$ cat src/rtl/seq_divider_pkg.sv
// Shared state encoding and sizing helper for the sequential restoring divider.
package seq_divider_pkg;

  typedef enum logic [1:0] {
    IDLE = 2'd0,
    CALC = 2'd1,
    DONE = 2'd2
  } state_e;

  function automatic int cntWidth(input int width);
    return $clog2(width);
  endfunction

endpackage

$ cat src/rtl/seq_divider_con.sv
// Control for the sequential divider: FSM, iteration counter and datapath strobes.
module seq_divider_con
  import seq_divider_pkg::*;
#(
  parameter int WIDTH = 16
) (
  input  logic clk_i,
  input  logic rst_i,
  input  logic start_i,
  output logic load_en_o,
  output logic shift_en_o,
  output logic out_en_o,
  output logic readyo_o,
  output logic busy_o
);

  localparam int CW = cntWidth(WIDTH);
  localparam logic [CW-1:0] LAST_CNT = CW'(WIDTH - 1);

  state_e        state_q, state_d;
  logic [CW-1:0] cnt_q, cnt_d;
  logic          last_q, last_d;

  always_ff @(posedge clk_i) begin
    if (rst_i) begin
      state_q <= IDLE;
      cnt_q   <= '0;
      last_q  <= 1'b0;
    end else begin
      state_q <= state_d;
      cnt_q   <= cnt_d;
      last_q  <= last_d;
    end
  end

  // After the final iteration CALC spends one more cycle registering the results.
  always_comb begin
    state_d    = state_q;
    cnt_d      = cnt_q;
    last_d     = last_q;
    load_en_o  = 1'b0;
    shift_en_o = 1'b0;
    out_en_o   = 1'b0;
    readyo_o   = 1'b0;
    busy_o     = 1'b0;
    unique case (state_q)
      IDLE: begin
        if (start_i) begin
          load_en_o = 1'b1;
          cnt_d     = '0;
          last_d    = 1'b0;
          state_d   = CALC;
        end
      end
      CALC: begin
        busy_o = 1'b1;
        if (last_q) begin
          out_en_o = 1'b1;
          state_d  = DONE;
        end else begin
          shift_en_o = 1'b1;
          if (cnt_q == LAST_CNT) begin
            last_d = 1'b1;
          end else begin
            cnt_d = cnt_q + CW'(1);
          end
        end
      end
      DONE: begin
        busy_o   = 1'b1;
        readyo_o = 1'b1;
        state_d  = IDLE;
      end
      default: state_d = IDLE;
    endcase
  end

endmodule

$ cat src/rtl/seq_divider.sv
// Sequential restoring divider, one quotient bit per cycle, START/READYO handshake.
// Define SEQ_DIVIDER_SIGNED_EN for two's complement operands and results.
module seq_divider
  import seq_divider_pkg::*;
#(
  parameter int WIDTH = 16
) (
  input  logic             clk_i,
  input  logic             rst_i,
  input  logic             start_i,
  input  logic [WIDTH-1:0] dividend_i,
  input  logic [WIDTH-1:0] divisor_i,
  output logic [WIDTH-1:0] quotient_o,
  output logic [WIDTH-1:0] remainder_o,
  output logic             div_zero_o,
  output logic             busy_o,
  output logic             readyo_o
);

  logic loadEn, shiftEn, outEn;

  logic [WIDTH-1:0] dvd_q, dvd_d;
  logic [WIDTH-1:0] dvsMag_q, dvsMag_d;
  logic [WIDTH-1:0] rem_q, rem_d;
  logic [WIDTH-1:0] quo_q, quo_d;
  logic [WIDTH-1:0] quotient_q, quotient_d;
  logic [WIDTH-1:0] remainder_q, remainder_d;
  logic             divZero_q, divZero_d;
`ifdef SEQ_DIVIDER_SIGNED_EN
  logic             dvsNeg_q, dvsNeg_d;
`endif

  logic [WIDTH:0]   trial;
  logic             trialNeg;
  logic             divZero;
  logic [WIDTH-1:0] quoFinal, remFinal;

  function automatic logic [WIDTH-1:0] magnitude(input logic [WIDTH-1:0] v);
`ifdef SEQ_DIVIDER_SIGNED_EN
    return v[WIDTH-1] ? -v : v;
`else
    return v;
`endif
  endfunction

  seq_divider_con #(
    .WIDTH(WIDTH)
  ) u_con (
    .clk_i     (clk_i),
    .rst_i     (rst_i),
    .start_i   (start_i),
    .load_en_o (loadEn),
    .shift_en_o(shiftEn),
    .out_en_o  (outEn),
    .readyo_o  (readyo_o),
    .busy_o    (busy_o)
  );

  // One extra bit on the trial difference exposes the borrow as its sign.
  assign trial    = {rem_q, quo_q[WIDTH-1]} - {1'b0, dvsMag_q};
  assign trialNeg = trial[WIDTH];

  always_comb begin
    divZero = (dvsMag_q == '0);
`ifdef SEQ_DIVIDER_SIGNED_EN
    quoFinal = (dvd_q[WIDTH-1] ^ dvsNeg_q) ? -quo_q : quo_q;
    remFinal = dvd_q[WIDTH-1] ? -rem_q : rem_q;
`else
    quoFinal = quo_q;
    remFinal = rem_q;
`endif
    if (divZero) begin
      quoFinal = '1;
      remFinal = dvd_q;
    end
  end

  always_comb begin
    dvd_d       = dvd_q;
    dvsMag_d    = dvsMag_q;
    rem_d       = rem_q;
    quo_d       = quo_q;
    quotient_d  = quotient_q;
    remainder_d = remainder_q;
    divZero_d   = divZero_q;
`ifdef SEQ_DIVIDER_SIGNED_EN
    dvsNeg_d    = dvsNeg_q;
`endif
    if (loadEn) begin
      dvd_d    = dividend_i;
      dvsMag_d = magnitude(divisor_i);
      rem_d    = '0;
      quo_d    = magnitude(dividend_i);
`ifdef SEQ_DIVIDER_SIGNED_EN
      dvsNeg_d = divisor_i[WIDTH-1];
`endif
    end
    if (shiftEn) begin
      rem_d = trialNeg ? {rem_q[WIDTH-2:0], quo_q[WIDTH-1]} : trial[WIDTH-1:0];
      quo_d = {quo_q[WIDTH-2:0], ~trialNeg};
    end
    if (outEn) begin
      quotient_d  = quoFinal;
      remainder_d = remFinal;
      divZero_d   = divZero;
    end
  end

  always_ff @(posedge clk_i) begin
    if (rst_i) begin
      dvd_q       <= '0;
      dvsMag_q    <= '0;
      rem_q       <= '0;
      quo_q       <= '0;
      quotient_q  <= '0;
      remainder_q <= '0;
      divZero_q   <= 1'b0;
`ifdef SEQ_DIVIDER_SIGNED_EN
      dvsNeg_q    <= 1'b0;
`endif
    end else begin
      dvd_q       <= dvd_d;
      dvsMag_q    <= dvsMag_d;
      rem_q       <= rem_d;
      quo_q       <= quo_d;
      quotient_q  <= quotient_d;
      remainder_q <= remainder_d;
      divZero_q   <= divZero_d;
`ifdef SEQ_DIVIDER_SIGNED_EN
      dvsNeg_q    <= dvsNeg_d;
`endif
    end
  end

  assign quotient_o  = quotient_q;
  assign remainder_o = remainder_q;
  assign div_zero_o  = divZero_q;

endmodule

$ cat config.mk
export PLATFORM = sky130hd
export DESIGN_NAME = seq_divider
export DESIGN_NICKNAME = d
export VERILOG_FILES = /design/src/rtl/seq_divider_pkg.sv /design/src/rtl/seq_divider_con.sv /design/src/rtl/seq_divider.sv
export SDC_FILE = /design/constraint.sdc
export NUM_CORES = 1
export LEC_CHECK = 0
export ABC_CLOCK_PERIOD_IN_PS = 3500
export BUFFER_PORTS_ARGS = -buffer_cell sky130_fd_sc_hd__buf_2
export CAP_MARGIN = 20
export CORE_ASPECT_RATIO = 1.75
export CORE_MARGIN = 1.5
export CORE_UTILIZATION = 57
export DETAILED_ROUTE_END_ITERATION = 10
export PLACE_DENSITY = 0.77
export SYNTH_ARGS = -nofsm -noshare
export SYNTH_HDL_FRONTEND = slang
export SYNTH_SLANG_ARGS = --single-unit
$ cat constraint.sdc
create_clock -name clk_i -period 3.5 [get_ports clk_i]
set_input_delay 0.175 -clock clk_i [delete_from_list [all_inputs] [get_ports clk_i]]
set_output_delay 0.175 -clock clk_i [all_outputs]
set_load 0.05 [all_outputs]
# After elaboration in Yosys (flattened, before gate mapping)
# Cells that the tools add are included.
# totals
output_inout_bits	35
inputBits	35
wordCells	54
reg_bits	104
# op_classes
muxes	26
reduce_logical	8
bitwise	1
eq_ne	7
n_addsub	2
# ops
operator	count
16-bit two-way mux	7
17-bit by 16-bit subtractor with 17-bit output	1
16-bit zero test	1
4-bit two-way mux	3
1-bit two-way mux	11
4-bit one-hot mux with 2 select lines	1
2-bit != test, second input constant	3
4-bit by 1-bit adder with 4-bit output, second input constant	1
4-bit == test, second input constant	1
2-bit two-way mux	2
2-bit one-hot mux with 2 select lines	1
2-bit AND reduction	2
4-bit AND reduction	1
2-bit nonzero test	2
2-bit by 1-bit == test with 1-bit output, second input constant	1
2-bit == test, second input constant	1
2-bit zero test	1
2-bit by 1-bit != test with 1-bit output, second input constant	1
1-bit one-hot mux with 2 select lines	1
2-bit OR reduction	1
1-bit NOT	1

# Logic depth before layout (Yosys ltp)
# Gate-level depths: netlist (run 1).
# logic_depth
depth_word	4
ltp_mapped	13
ltp_nobuf	11

# By module
# Synthesis (run 1) repeated with hierarchy kept, for this count alone.
# unflattened
hier_cells	624
area_unflattened_um2	5298.8
# modules_own_cells
module	instances	cells_each	seq_area_each_um2	area_each_um2
seq_divider	1	573	1941.9	4849.7
seq_divider_con	1	51	140.1	449.2

# Least setup slack after synthesis (run 1)
# No wires, ideal clock.
# synth_timing
path_kind	register to register
startpoint	reg quo_q[15]
endpoint	reg rem_q[10]
path_slack_ps	908
n_path_buf	2
arrival_ps	2464
path_stages_with_launch	14
required_time_ps	3372
setup_time_ps	128
period_less_slack_ps	2592
path_cell_list	dfxtp_1 -> inv_1 -> ha_1 -> inv_1 -> fa_1 -> a211oi_2 -> o211ai_2 -> and3_4 -> o211a_1 -> nor3_2 -> buf_6 -> buf_12 -> mux2i_1 -> o21ai_1
# synth_between
elab_chain_cells	3
# synth_lines
element	line_no	text
from (decl)	seq_divider.sv:25	logic [WIDTH-1:0] quo_q, quo_d;
from (signal assigned)	seq_divider.sv:125	quo_q <= quo_d;
17-bit by 16-bit subtractor with 17-bit output	seq_divider.sv:60	assign trial = {rem_q, quo_q[WIDTH-1]} - {1'b0, dvsMag_q};
16-bit two-way mux	seq_divider.sv:99	rem_d = trialNeg ? {rem_q[WIDTH-2:0], quo_q[WIDTH-1]} : trial[WIDTH-1:0];
16-bit two-way mux	seq_divider.sv:98	if (shiftEn) begin
to (signal assigned)	seq_divider.sv:124	rem_q <= rem_d;
to (decl)	seq_divider.sv:24	logic [WIDTH-1:0] rem_q, rem_d;
# Every way passes these cells.
# A chain may end at the register's enable or synchronous reset.

# Worst setup path after layout (run 1)
# layout_timing
startpoint	reg quo_q[15]
endpoint	reg rem_q[0]
# layout_between
elab_chain_cells	3
# layout_lines
element	line_no
17-bit by 16-bit subtractor with 17-bit output	seq_divider.sv:60
16-bit two-way mux *	seq_divider.sv:99
16-bit two-way mux *	seq_divider.sv:98
# Every way passes the cells marked *; elsewhere a longest branch is shown, timed or not.

==> results of run 1 <==
-- cell type report --
type,instances,area share
inverters,25,0.0166
clock buffers,9,0.0397
well taps,117,0.0258
clock inverters,7,0.00971
repair buffers,79,0.0764
multi-input cells,459,0.465
flip-flops and latches,104,0.367
-- worst paths after layout --
check                           depth (start not counted)     endpoint    startpoint
worst max-delay path                                   12     rem_q[0]     quo_q[15]
worst min register to register                          2   div_zero_o    div_zero_o
worst max register to register                         12     rem_q[0]     quo_q[15]
worst min-delay path                                    3  dvsMag_q[7]  divisor_i[7]
-- worst max-delay path: stages (launching register included) --
cell and delay, ps:
dfxtp_1 320, inv_1 90, ha_1 180, inv_1 60, fa_1 420, a211oi_2 290
o211ai_2 160, and3_4 200, o211a_1 250, nor3_2 300, buf_12 210, mux2_1 330
o21ai_1 120
-- per-stage QoR --
| stage | setup WS (ps) | power, W | cell area (sq um) |
|---|---|---|---|
| finish | 493 | 0.00359 | 5670 |
| global route | 333 | 0.00379 | 5670 |
| CTS | 493 | 0.00360 | 5670 |
| detailed placement | 520 | 0.00265 | 5390 |
| global placement | 627 | 0.00262 | 5390 |
| floorplan | 908 | 0.00241 | 4990 |
-- layer usage --
layer,vias up,part of all wire
li1,2279,-
met1,2142,0.38
met2,127,0.55
met3,36,0.035
met4,0,0.037
met5,-,0
-- state kept, by name, summed over array words and instances, names as in the netlist --
signal	count
div_zero_o	1
u_con.state_q	2
dvd_q	16
quo_q	16
u_con.cnt_q	4
rem_q	16
remainder_o	16
quotient_o	16
u_con.last_q	1
dvsMag_q	16
-- synthesized netlist by cell type, types with 2 or more instances --
| cell type | count | share of area |
|---|---|---|
| or3_1 | 3 | 0.0038 |
| a21oi_1 | 58 | 0.058 |
| buf_6 | 2 | 0.0045 |
| buf_1 | 2 | 0.0015 |
| nor4_1 | 5 | 0.0063 |
| o211ai_1 | 2 | 0.0030 |
| a21o_1 | 4 | 0.0060 |
| a311oi_1 | 32 | 0.056 |
| and4_1 | 2 | 0.0035 |
| xnor2_1 | 8 | 0.014 |
| nor3_1 | 35 | 0.035 |
| mux2i_1 | 15 | 0.030 |
| a31oi_1 | 4 | 0.0050 |
| a2bb2oi_1 | 2 | 0.0035 |
| nand2b_1 | 3 | 0.0038 |
| inv_1 | 25 | 0.019 |
| o21ai_1 | 13 | 0.013 |
| xor2_1 | 6 | 0.011 |
| nand4_1 | 3 | 0.0038 |
| ha_1 | 20 | 0.050 |
| a211oi_1 | 5 | 0.0075 |
| and2_1 | 3 | 0.0038 |
| a211o_1 | 2 | 0.0035 |
| o21ai_0 | 11 | 0.011 |
| dfxtp_1 | 104 | 0.42 |
| nand2_1 | 141 | 0.11 |
| clkbuf_1 | 36 | 0.027 |
| a31o_2 | 2 | 0.0035 |
| nor2_1 | 60 | 0.045 |
-- report_power, final --
group / internal [W] / total, W / switching [W]
clock network: 0.000489 / 0.000953 / 0.000465
registers: 0.00129 / 0.00139 / 0.0000947
logic: 0.000509 / 0.00125 / 0.000745
total: 0.00229 / 0.00359 / 0.00130
-- cells by family after synthesis --
| kind of cell | after synthesis | share of synthesized area |
|---|---|---|
| AOI/OAI and AO/OA | 145 | 0.192 |
| xor gates and xnor gates | 14 | 0.0246 |
| adders and majority gates | 21 | 0.0541 |
| buffers and inverters | 66 | 0.0559 |
| DFF | 104 | 0.417 |
| muxes | 16 | 0.0323 |
| and+or+nand+nor | 263 | 0.224 |
==> impl_metrics.ini, run 1 <==
[status]
status = complete, no violations

[layout]
final_util = 0.658
stdcell_count = 800
area_delta_synth_final_pct = 13.5
num_antenna_cells = 0
n_fill_cell = 750
layout-drive-gt1-share = 0.157
final_nets = 734
mostFrequentLayoutCell = nand2_1
seq_area_sq_um = 2080
multi_input_area_sq_um = 2630
final_cell_mix = nand2_1 (141), dfxtp_1 (104), buf_2 (69)

[logic_synthesis]
yosysUniqueCellTypes = 50
synthFlopType = dfxtp_1
synth_edf_count = 0
netlist_area_sq_um = 4990
synth-seq-cells = 104
async_flop_share = 0
synth.net_count = 685
synth-seq-area-share = 0.417
synth_cells = 629
ys_warn_count = 0
syn_area_per_cell_sq_um = 7.94

[power_and_ir_drop]
irDropWorstVdd_v = 0.000459
power_density_nw_per_um2 = 634
leakage_nw = 2.35

[global_route]
gr-total-overflow = 0
met2_usage = 0.514
grt_start_max_net_pins = 52
grt_usage = 0.282
grt_first_pass_wirelength_microns = 20600
grt_use_met3 = 0.0469
grt_antenna_before_repair = 0
grt_pass1_vias = 4424
grt_busiest_layer = met2
grt.met1_usage = 0.302

[sta]
setup-tns-final_ps = 0
finalCriticalPeriod_ps = 3010
fmaxAchievable_ghz = 0.333
tightest_slew_ps = 954
slew_headroom = 0.362
hold_viol = 0
maxSlewViolCount = 0
fin_skew_ps = 7.72
whs_ps = 56.8
rsz0062_at_grt = false
fin_crit_sh = 0.859
setup_viol = 0

[hold_path]
hold_class = input pin to register

[floorplanning]
num_io_pins = 70
start_util = 0.580
fp-row-count = 45
dieWidth_microns = 73.8
core_area_sq_um = 8610
die_h_microns = 127
die_area_sq_um = 9350

[placement]
place.port_buffers = 69
place_hpwl_microns = 9290
gp_congestion = 0.968
dp.cells = 784

[drt]
vias_per_cell = 5.73
wl_per_cell_microns = 15.6
drt_iter0_markers = 292
drc = 0
drt_pass1_iterations = 5
detail-route-antenna-nets = 0
vias = 4584
wirelength_microns = 12500

[clock_tree]
cts_max_level = 3
cts_made_buffers = 9
cts_tree = yes
path_clk_slew_ps = 70
insertion_delay_ps = 350
holdBufCountCts = 0
cts_setup_buffers = 0
clockBufferDepth = 2
cts_resized = 0
root_buffer = clkbuf_16
cts.sinks = 104

[setup_path]
crit_arrival_ps = 3290
crit_fanout = 16
required_ps = 3790
cp-start-kind = register
ff2ff_setup_slack_ps = 490
critPathKind = register to register
worst_setup_path_end_kind = register

[run]
max_cap_violations = 0
Power figures use the tool's default switching activity.
==> inputs of run 2 (changes only) <==
- ABC_CLOCK_PERIOD_IN_PS: 3500 -> 3000
- CTS_BUF_LIST: not set -> sky130_fd_sc_hd__clkbuf_16
- clock period: 3.5 -> 3 ns (I/O delays scaled with it)
==> impl_metrics.ini, run 2 (synthesized netlist as in run 1, its figures left out) <==
[status]
status = complete, no violations

[clock_tree]
root_buffer = clkbuf_16
cts_setup_buffers = 0
cts_max_level = 3
cts_made_buffers = 9
cts.sinks = 104
holdBufCountCts = 0
path_clk_slew_ps = 60
cts_tree = yes
clockBufferDepth = 2
insertion_delay_ps = 340

[drt]
drc = 0
vias = 4624
wl_per_cell_microns = 15.7
detail-route-antenna-nets = 0
wirelength_microns = 12600
drt_pass1_iterations = 5
drt_iter0_markers = 368
vias_per_cell = 5.76

[sta]
fin_skew_ps = 8.14
fmaxAchievable_ghz = 0.358
setup-tns-final_ps = 0
slew_headroom = 0.597
maxSlewViolCount = 0
rsz0062_at_grt = false
hold_viol = 0
fin_crit_sh = 0.931
tightest_slew_ps = 599
finalCriticalPeriod_ps = 2790
setup_viol = 0

[setup_path]
crit_slowest_cell = fa_2
cp_num_buf_inv = 3
cp_slowest_stage_delay_ps = 370
critPathTopFamily = compound AO/OA/AOI/OAI gates
crit_fanout = 10
crit_arrival_ps = 3060
worst_setup_path_end_kind = register
cp_common_cell = inv_1
cp_cell_sequence = inv_1, ha_1, inv_1, fa_2, a211oi_2, o211ai_2, and3_4, o211a_1, nor3_2, buf_6, mux2_1, o21ai_1
cp-start-kind = register
critPathKind = register to register
required_ps = 3270

[placement]
place.port_buffers = 69
place_hpwl_microns = 9260
gp_congestion = 0.907

[power_and_ir_drop]
leakage_nw = 2.37
power_density_nw_per_um2 = 744
irDropWorstVdd_v = 0.000397
switchingPower_w = 0.00150
sw_frac_of_total = 0.355
intPower_w = 0.00274
power_frac_seq = 0.382
clkPwrFrac = 0.268
p_comb_frac = 0.350

[global_route]
grt_first_pass_wirelength_microns = 21000
grt_antenna_before_repair = 0
gr-total-overflow = 0
grt_pass1_vias = 4488
grt_usage = 0.285
grt_start_max_net_pins = 51

[layout]
final_cell_mix = nand2_1 (141), dfxtp_1 (104), buf_2 (69)
layout-drive-gt1-share = 0.159
num_antenna_cells = 0
n_fill_cell = 778
final_nets = 738
final_util = 0.661
area_delta_synth_final_pct = 14.1
mostFrequentLayoutCell = nand2_1

[floorplanning]
die_h_microns = 127
fp-row-count = 45
num_io_pins = 70
dieWidth_microns = 73.8
die_area_sq_um = 9350
start_util = 0.580
core_area_sq_um = 8610

[run]
max_cap_violations = 0

[hold_path]
hold_class = input pin to register
==> run 2: changes by cell type in the layout (fill, tap and decap cells not counted) <==
| cell | previous run | this run |
|---|---|---|
| buf_6 | 0 | 1 |
| fa_1 | 1 | 0 |
| inv_6 | 2 | 1 |
| buf_12 | 1 | 0 |
| clkinv_1 | 0 | 2 |
| clkinvlp_4 | 2 | 0 |
| buf_4 | 9 | 13 |
| fa_2 | 0 | 1 |
| bufinv_16 | 0 | 1 |
| clkinv_4 | 2 | 1 |
==> run 2: repair_timing <==
action / CTS / global route
endpoints found under the setup margin: 0 / 1
gates resized for setup: 0 / 2
hold endpoints to repair: 0 / 0
==> run 2: final timing paths <==
kind | startpoint | endpoint | slack (ps) | cells past startpoint
max | quo_q[15] | rem_q[0] | 210 | 12
min | divisor_i[15] | dvsMag_q[15] | 40 | 3
max reg2reg | quo_q[15] | rem_q[0] | 210 | 12
min reg2reg | dvd_q[0] | dvd_q[0] | 460 | 2
==> run 2: cell type report <==
cell class,count,area [sq um],share of cell area
sequential,104,2080,0.365
clock buffer,9,225,0.0395
inverter,25,93.8,0.0165
multi-input combinational,459,2640,0.463
tap,117,146,0.0257
clock inverter,6,60.1,0.0105
timing repair buffer,83,454,0.0797
==> run 2: stage by stage <==
stage / power [W] / hold WS, ps / std cells / area, sq um / setup slack (ps)
2_1_floorplan: 0.00282 / 286 / 629 / 4990 / 408
3_3_place_gp: 0.00305 / 389 / 788 / 5410 / 219
3_5_place_dp: 0.00309 / 398 / 788 / 5410 / 132
4_1_cts: 0.00422 / 34.8 / 803 / 5690 / 111
5_1_grt: 0.00444 / 48.7 / 803 / 5700 / 60.0
6_report: 0.00424 / 38.6 / 803 / 5700 / 206
==> run 2: layer usage <==
metal / global-route usage / part of all wire / vias up
met4: 0.112 / 0.033 / 0
met5: 0 / 0 / -
met3: 0.0397 / 0.033 / 28
met1: 0.317 / 0.40 / 2175
li1: - / - / 2288
met2: 0.526 / 0.54 / 133
==> run 2: power by group through the flow <==
stage          logic [W]  clock network [W]  registers, W
2_1_floorplan    0.00112                  0       0.00169
3_3_place_gp     0.00141                  0       0.00164
3_5_place_dp     0.00145                  0       0.00165
4_1_cts          0.00146            0.00115       0.00162
5_1_grt          0.00162            0.00119       0.00163
6_report         0.00148            0.00114       0.00162
==> run 2: worst register-to-register path, cell delays in order (launching register included) <==
cell	delay (ps)
dfxtp_1	320
inv_1	90
ha_1	170
inv_1	60
fa_2	370
a211oi_2	240
o211ai_2	160
and3_4	200
o211a_1	240
nor3_2	200
buf_6	190
mux2_1	340
o21ai_1	130
==> inputs of run 3 (changes only) <==
- RECOVER_POWER: not set -> 50
==> impl_metrics.ini, run 3 (synthesized netlist as in run 1, its figures left out) <==
[setup_path]
crit_arrival_ps = 3060
cp_slowest_stage_delay_ps = 370
cp-start-kind = register
cp_cell_sequence = inv_1, ha_1, inv_1, fa_2, a211oi_2, o211ai_2, and3_4, o211a_1, nor3_2, buf_6, mux2_1, o21ai_1
cp_num_buf_inv = 3
critPathTopFamily = compound AO/OA/AOI/OAI gates
critPathKind = register to register
crit_start = quo_q[15]
worst_setup_path_end_kind = register
required_ps = 3270
reg2reg_from = quo_q[15]
cp_common_cell = inv_1
crit_fanout = 10
crit_slowest_cell = fa_2

[global_route]
grt_start_max_net_pins = 51
grt_antenna_before_repair = 0
gr-total-overflow = 0
grt_first_pass_wirelength_microns = 21000
grt_pass1_vias = 4488
grt_usage = 0.285

[sta]
fin_crit_sh = 0.930
tightest_slew_ps = 990
hold_viol = 0
fmaxAchievable_ghz = 0.359
fin_skew_ps = 8.88
setup-tns-final_ps = 0
slew_headroom = 0.340
finalCriticalPeriod_ps = 2790
maxSlewViolCount = 0
rsz0062_at_grt = false
whs_ps = 37.5
setup_viol = 0

[layout]
final_cell_mix = nand2_1 (141), dfxtp_1 (104), nor2_1 (60)
num_antenna_cells = 0
final_nets = 738
n_fill_cell = 800
seq_area_sq_um = 2080
area_delta_synth_final_pct = 13.2
layout-drive-gt1-share = 0.108
mostFrequentLayoutCell = nand2_1
multi_input_area_sq_um = 2640

[drt]
vias_per_cell = 5.79
detail-route-antenna-nets = 0
wirelength_microns = 12600
wl_per_cell_microns = 15.7
drt_pass1_iterations = 5
drc = 0
vias = 4648
drt_iter0_markers = 359

[power_and_ir_drop]
irDropWorstVdd_v = 0.000398
leakage_nw = 2.22
power_density_nw_per_um2 = 749
p_total_w = 0.00424

[floorplanning]
fp-row-count = 45
core_area_sq_um = 8610
die_h_microns = 127
start_util = 0.580
num_io_pins = 70
die_area_sq_um = 9350
dieWidth_microns = 73.8

[clock_tree]
insertion_delay_ps = 340
root_buffer = clkbuf_16
cts.sinks = 104
path_clk_slew_ps = 60
cts_made_buffers = 9
cts_tree = yes
cts_max_level = 3
clockBufferDepth = 2

[hold_path]
hold_class = input pin to register
hp-start = divisor_i[15]

[run]
max_cap_violations = 0

[placement]
gp_congestion = 0.907
place.port_buffers = 69
place_hpwl_microns = 9260

[status]
status = complete, no violations
-- run 3: changes by cell type in the layout (fill, tap and decap cells not counted) --
cell | before | now
buf_2 | 69 | 34
clkbuf_1 | 0 | 35
buf_4 | 13 | 12
clkbuf_2 | 0 | 1
-- run 3: path summary, 6_finish.rpt --
kind | end | slack [ps] | cells past startpoint
setup / recovery | rem_q[0] | 210 | 12
hold / removal | dvsMag_q[15] | 40 | 3
setup reg to reg | rem_q[0] | 210 | 12
hold reg to reg | dvd_q[0] | 460 | 2
-- run 3: tightest hold or removal path: cells and delay by family --
kind | cells | cell delay (ps)
AO/OA/AOI/OAI | 1 | 50
AND/OR/NAND/NOR | 1 | 40
buffers and inverters | 1 | 90
-- run 3: power by group --
group          switching (W)  internal, W  total [W]
registers           0.000111      0.00151    0.00162
clock network       0.000501     0.000639    0.00114
logic               0.000895     0.000581    0.00148
-- run 3: final cells by class --
cell class,instances,area share
inverters,25,0.0166
multi-input cells,459,0.466
clock inverters,6,0.0106
well taps,117,0.0259
flip-flops and latches,104,0.368
repair buffers,83,0.0722
clock buffers,9,0.0398
-- run 3: metrics by stage --
step	cell area (sq um)	instances	util	worst slack [ps]
2_1_floorplan	4990	629	-	408
3_3_place_gp	5410	788	0.628	219
3_5_place_dp	5410	788	0.628	132
4_1_cts	5690	803	0.661	111
5_1_grt	5650	803	0.656	60.0
6_report	5650	803	0.656	211
-- run 3: repair_timing --
action                                 4_1_cts  5_1_grt
endpoints found under the hold margin        0        0
setup buffers                                0        0
hold buffers                                 0        0
setup endpoints to repair                    0        1
gates resized for setup                      0        2
-- run 3: per-layer routing --
layer  vias to the layer above  GRT usage  wire length [microns]
met5                         -          0                      0
met4                         0      0.112                    435
met3                        29     0.0397                    445
met2                       144      0.526                   6780
met1                      2189      0.317                   4990
li1                       2286          -                      -
